[src/rtl/parity_pkg.sv]
// parity_pkg: shared definitions for the 32-bit even-parity link.
// Holds the word width, the receiver FSM state encoding and the parity
// function used by both the generator and the receiver, so both ends of
// the link compute parity from one definition.
package parity_pkg;

  // Width of the protected word.
  localparam int DATA_W = 32;

  // Width of the data-bit index (counts 0..DATA_W-1).
  localparam int IDX_W = 5;

  // Receiver frame FSM states.
  typedef enum logic [2:0] {
    IDLE   = 3'd0,
    START  = 3'd1,
    DATA   = 3'd2,
    PARITY = 3'd3,
    STOP   = 3'd4
  } prx_state_t;

  // XOR reduction of the word. The transmitted parity bit equals this value,
  // so XORing it with the received parity bit yields 1 on a mismatch.
  function automatic logic calc_parity(input logic [31:0] word);
    return ^word;
  endfunction

endpackage

[src/rtl/parity_rx_sync.sv]
// parity_rx_sync: two-flop synchronizer for the serial line.
// Both flops reset to 1 so that the idle-high line does not look like a
// start bit while reset releases. Only instantiated by parity_rx when
// PARITY_RX_SYNC_EN is defined.
module parity_rx_sync (
  input  logic clk,
  input  logic rst,
  input  logic d,
  output logic q
);

  logic meta;

  // Two back-to-back flops; the first may go metastable, the second settles it.
  always_ff @(posedge clk or posedge rst) begin
    if (rst) begin
      meta <= 1'b1;
      q    <= 1'b1;
    end else begin
      meta <= d;
      q    <= meta;
    end
  end

endmodule

[src/rtl/parity_rx.sv]
// parity_rx: serial receiver and even-parity checker for 32-bit words.
// Frame on rx: start (0), 32 data bits LSB first, parity bit, stop (1).
// Each bit is sampled at its centre; the reassembled word is handed out on a
// valid/ready port together with parity (perr), framing (ferr) and overrun
// (ovr) flags. The word is delivered even when a flag is set.
//
// Build option: define PARITY_RX_SYNC_EN to pass rx through a two-flop
// synchronizer (adds two cycles of latency). Without it, rx must already be
// synchronous to clk and is used directly.
module parity_rx
  import parity_pkg::*;
#(
  parameter int CLKS_PER_BIT = 16
) (
  input  logic        clk,
  input  logic        rst,
  input  logic        rx,
  output logic [31:0] out_data,
  output logic        out_valid,
  input  logic        out_ready,
  output logic        perr,
  output logic        ferr,
  output logic        ovr,
  output logic        busy
);

  // Half a bit period (floor) positions the start sample mid-bit; every later
  // sample is a whole bit period after the previous one, so it stays mid-bit.
  localparam int HALF  = CLKS_PER_BIT / 2;
  localparam int CNT_W = (CLKS_PER_BIT > 2) ? $clog2(CLKS_PER_BIT) : 1;

  localparam logic [CNT_W-1:0] BIT_LAST  = CNT_W'(CLKS_PER_BIT - 1);
  localparam logic [CNT_W-1:0] HALF_LAST = CNT_W'(HALF - 1);
  localparam logic [IDX_W-1:0] IDX_LAST  = IDX_W'(DATA_W - 1);

  // Line sample seen by the FSM.
  logic rxs;

`ifdef PARITY_RX_SYNC_EN
  parity_rx_sync u_sync (
    .clk (clk),
    .rst (rst),
    .d   (rx),
    .q   (rxs)
  );
`else
  assign rxs = rx;
`endif

  prx_state_t        state;
  prx_state_t        state_nx;
  logic [CNT_W-1:0]  cnt;
  logic [IDX_W-1:0]  idx;
  logic [DATA_W-1:0] sreg;
  logic              p_bit;

  // Decoded per-cycle strobes.
  logic sample;     // a bit-centre sample is taken this cycle
  logic shift_en;   // sample is a data bit
  logic par_en;     // sample is the parity bit
  logic load;       // sample is the stop bit: publish the word

  // Next-state logic and sample strobes.
  always_comb begin
    state_nx = state;
    sample   = 1'b0;
    shift_en = 1'b0;
    par_en   = 1'b0;
    load     = 1'b0;
    unique case (state)
      IDLE: begin
        if (!rxs) state_nx = START;
      end
      START: begin
        if (cnt == HALF_LAST) begin
          sample   = 1'b1;
          // A line that is high again at mid-start-bit was only a glitch.
          state_nx = rxs ? IDLE : DATA;
        end
      end
      DATA: begin
        if (cnt == BIT_LAST) begin
          sample   = 1'b1;
          shift_en = 1'b1;
          if (idx == IDX_LAST) state_nx = PARITY;
        end
      end
      PARITY: begin
        if (cnt == BIT_LAST) begin
          sample   = 1'b1;
          par_en   = 1'b1;
          state_nx = STOP;
        end
      end
      STOP: begin
        if (cnt == BIT_LAST) begin
          sample   = 1'b1;
          load     = 1'b1;
          // Back to IDLE immediately so a following start bit with no idle
          // gap is still caught.
          state_nx = IDLE;
        end
      end
      default: begin
        state_nx = IDLE;
      end
    endcase
  end

  // State register.
  always_ff @(posedge clk or posedge rst) begin
    if (rst) begin
      state <= IDLE;
    end else begin
      state <= state_nx;
    end
  end

  // Bit timer: restarts on every state change and after every sample, so each
  // period is counted from a known origin regardless of CLKS_PER_BIT.
  always_ff @(posedge clk or posedge rst) begin
    if (rst) begin
      cnt <= '0;
    end else if (sample || (state_nx != state) || (state == IDLE)) begin
      cnt <= '0;
    end else begin
      cnt <= cnt + CNT_W'(1);
    end
  end

  // Data-bit index: cleared while idle, advanced once per data sample.
  always_ff @(posedge clk or posedge rst) begin
    if (rst) begin
      idx <= '0;
    end else if (state == IDLE) begin
      idx <= '0;
    end else if (shift_en) begin
      idx <= idx + IDX_W'(1);
    end
  end

  // Shift register and parity capture. Not reset: all 32 positions are
  // overwritten by every complete frame before they are published, so an
  // aborted frame can never leak out.
  always_ff @(posedge clk) begin
    if (shift_en) begin
      sreg <= {rxs, sreg[DATA_W-1:1]};
    end
    if (par_en) begin
      p_bit <= rxs;
    end
  end

  // Output word and flags, loaded together on the stop sample.
  always_ff @(posedge clk or posedge rst) begin
    if (rst) begin
      out_data <= '0;
      perr     <= 1'b0;
      ferr     <= 1'b0;
      ovr      <= 1'b0;
    end else if (load) begin
      out_data <= sreg;
      perr     <= calc_parity(sreg) ^ p_bit;
      ferr     <= ~rxs;
      // Overrun only if the previous word is still pending and not being
      // taken this very cycle.
      ovr      <= out_valid & ~out_ready;
    end
  end

  // Valid flag: a new load wins over a simultaneous acceptance.
  always_ff @(posedge clk or posedge rst) begin
    if (rst) begin
      out_valid <= 1'b0;
    end else if (load) begin
      out_valid <= 1'b1;
    end else if (out_ready) begin
      out_valid <= 1'b0;
    end
  end

  assign busy = (state != IDLE);

endmodule

[config.mk]
export PLATFORM = sky130hd
export DESIGN_NAME = parity_rx
export DESIGN_NICKNAME = d
export VERILOG_FILES = /design/src/rtl/parity_pkg.sv /design/src/rtl/parity_rx_sync.sv /design/src/rtl/parity_rx.sv
export SDC_FILE = /design/constraint.sdc
export NUM_CORES = 1
export LEC_CHECK = 0
export CORE_ASPECT_RATIO = 0.5
export CORE_MARGIN = 3
export CORE_UTILIZATION = 52
export CTS_CLUSTER_SIZE = 12
export DETAILED_ROUTE_END_ITERATION = 10
export DONT_BUFFER_PORTS = 1
export GPL_TIMING_DRIVEN = 1
export PLACE_DENSITY = 0.67
export SYNTH_ARGS = -nofsm -noshare
export SYNTH_HDL_FRONTEND = slang
export SYNTH_HIERARCHICAL = 1
export SYNTH_SLANG_ARGS = --single-unit
[constraint.sdc]
create_clock -name clk -period 3.7 [get_ports clk]
set_clock_uncertainty 0.15 [all_clocks]
set_input_delay 0.74 -clock clk [delete_from_list [all_inputs] [get_ports clk]]
set_output_delay 0.74 -clock clk [all_outputs]
set_load 0.02 [all_outputs]
==> out/results.ini <==
[run_status]
status = finished, final reports clean

[placed_design]
routabilityCongestion = 0.779
io_buffers = 0
dp_hpwl_um = 3170
post-place-ws_ns = 1.23

[synth]
synth_fp_nets = 215
ys_warn_count = 6
synth_top_cell_by_area = dfrtp_1
synth_top_area_frac = 0.375
yosysMostFrequentCell = dfrtp_1
synthCells = 208
synth-seq-cells = 81
synth_top_cells_by_count = 48 x dfrtp_1, 33 x edfxtp_1, 32 x mux2_2
yosys.cell_types.count = 29
synthesis.area_um2 = 3200
seq_area_frac_synth = 0.684
synth_edf_count = 33
synthArstFlopShare = 0.593
synth_fa_ha_area_frac = 0.0117
synth_area_per_cell_um2 = 15.4
synth-simple-area-share = 0.0566
synth_compound_area_frac = 0.0184
synth_mux_area_frac = 0.116
synth_top_family_by_area = multiplexers
synth-main-ff-cell = dfrtp_1
synth.area.top_cells = dfrtp_1 37%, edfxtp_1 31%, mux2_2 11%, xnor2_1 7.7%, xor2_1 1.9%
synth-xor-area-share = 0.103

[finish]
drive_gt1_frac = 0.214
final_net_count = 222
diodes = 0
area_growth_pct = 10.5

[timing]
worst_slack_ns = 1.26
period_share = 0.660
relSlewSlack = 0.324
setup_viol = 0
max_slew.worst_pin.slew_ns = 1.01
finalSetupTns_ns = 0
finalHoldViolCount = 0
finalMaxSlewViolations = 0
rsz0062_at_grt = false
fmax_ghz = 0.409
finalCriticalPeriod_ns = 2.44

[setup_path]
crit_required_ns = 3.75
crit_family = simple AND/OR/NAND/NOR gates
timing.rr.end = out_data[26]
slowest_stage = nand3_2
max_stage_delay_ns = 0.74
r2r-start = cnt[0]
ff2ff_path_depth = 4
path_buf_inv = 0
path_cells = ha_1 > and3_1 > nand3_2 > mux2_2
start_kind = flop
crit_arrival_ns = 2.49
crit_type = flop to flop
ff2ff_setup_slack_ns = 1.26
worstSetupEndpointType = flop
worst-path-max-fanout = 39

[route]
drt_iter0_markers = 162
wl_per_cell_um = 16.4
drt_pass1_iterations = 4
post-route-drc-count = 0
vias = 1569
ant_nets = 0
drt-vias-per-instance = 5.35
drt-total-wl_um = 4810

[power]
power_density_nw_per_um2 = 534
p_leak_nw = 1.52
peakVddDrop_mv = 0.234
p_total_w = 0.00189

[hold_path]
worstHoldStart = cnt[0]
min_path_type = flop to flop
hold_end = cnt[0]
hold_depth = 1

[global_route]
grt_pass1_vias = 1596
grt_usage = 0.155
grt-ovfl-total = 0
antenna_found_initial = 0
grt_pass1_wl_um = 7940
grt_max_degree = 49

[cts]
clk_latency_ns = 0.33
cts_root_buf = clkbuf_16
numClockSinks = 81
clkSlewWorstSetupHoldPaths_ns = 0.05
ctsResizeCount = 0
h-tree-depth = 3
post_cts_buffers = 0
cts-buffers-inserted = 9
ctsHoldBuffers = 0
tritoncts = built
cts_buffer_depth = 2

[floorplan]
die_y_um = 61.5
ios = 41
start_util = 0.562
die_area_um2 = 7200
die_x_um = 117
coreArea_um2 = 5710
row_count = 19

[flow_run]
cap_violations = 0

[worst max path at each step]
stage | depth (start not counted) | to | startpoint | slack, ns
2_1_floorplan | 7 | idx[3] | cnt[0] | 1.14
3_3_place_gp | 4 | out_data[11] | cnt[0] | 1.29
3_5_place_dp | 4 | out_data[5] | cnt[0] | 1.23
4_1_cts | 4 | out_data[5] | cnt[0] | 1.23
5_1_grt | 4 | out_data[25] | cnt[0] | 1.04
6_report | 4 | out_data[26] | cnt[0] | 1.26
[area by class of cell]
| class | instances | area (µm²) |
|---|---|---|
| clock buffers | 14 | 244 |
| clock inverters | 2 | 8.76 |
| fillers | 430 | 2160 |
| inverters | 2 | 7.51 |
| multi-input cells | 119 | 982 |
| flip-flops and latches | 81 | 2190 |
| well taps | 73 | 91.3 |
| repair buffers | 2 | 15.0 |
[registers in the layout, indices dropped and copies added (netlist names)]
register	flops
out_valid	1
sreg	32
idx	5
state	3
ovr	1
perr	1
ferr	1
p_bit	1
out_data	32
cnt	4
[kinds of logic after synthesis]
logic type | count (synthesis)
fa+ha+maj | 3
xor+xnor | 36
simple gates | 37
compound gates | 10
buf+inv | 8
mux | 33
flops | 81
[per-layer routing]
metal	share of wire	wire length, µm	GRT usage	vias to the layer above
met5	0	0	0	-
met4	0.014	68	0.0588	0
met3	0.075	359	0.0864	10
met2	0.45	2160	0.225	28
met1	0.46	2220	0.196	798
li1	-	-	-	733
[cells in the final DEF (no fill, tap or decap), types with 2 or more instances in the layout]
cell type / n
dfrtp_1: 48
buf_4: 2
nor2_1: 11
edfxtp_1: 33
xnor2_1: 28
mux2_2: 32
o21ai_0: 4
clkbuf_16: 9
and3_1: 2
nand2b_1: 3
clkbuf_1: 5
nand2_1: 13
ha_1: 3
xor2_1: 7
[power by group]
| group | total (W) | leakage [nW] | switching, W | internal, W |
|---|---|---|---|---|
| registers | 0.00100 | 0.947 | 0.0000405 | 0.000963 |
| clock network | 0.000757 | 0.122 | 0.000306 | 0.000452 |
| logic | 0.000129 | 0.448 | 0.0000738 | 0.0000556 |
| total | 0.00189 | 1.52 | 0.000420 | 0.00147 |
[through the flow]
step / std cells / cell area, µm² / utilization / hold slack, ns
final: 293 / 3540 / 0.621 / 0.309
after global routing: 293 / 3540 / 0.621 / 0.321
after CTS: 293 / 3540 / 0.621 / 0.312
after detailed placement: 277 / 3290 / 0.576 / 0.305
after global placement: 277 / 3290 / 0.576 / 0.297
after floorplan: 208 / 3200 / - / 0.283
Note: power is estimated with default switching activity, not from simulation.
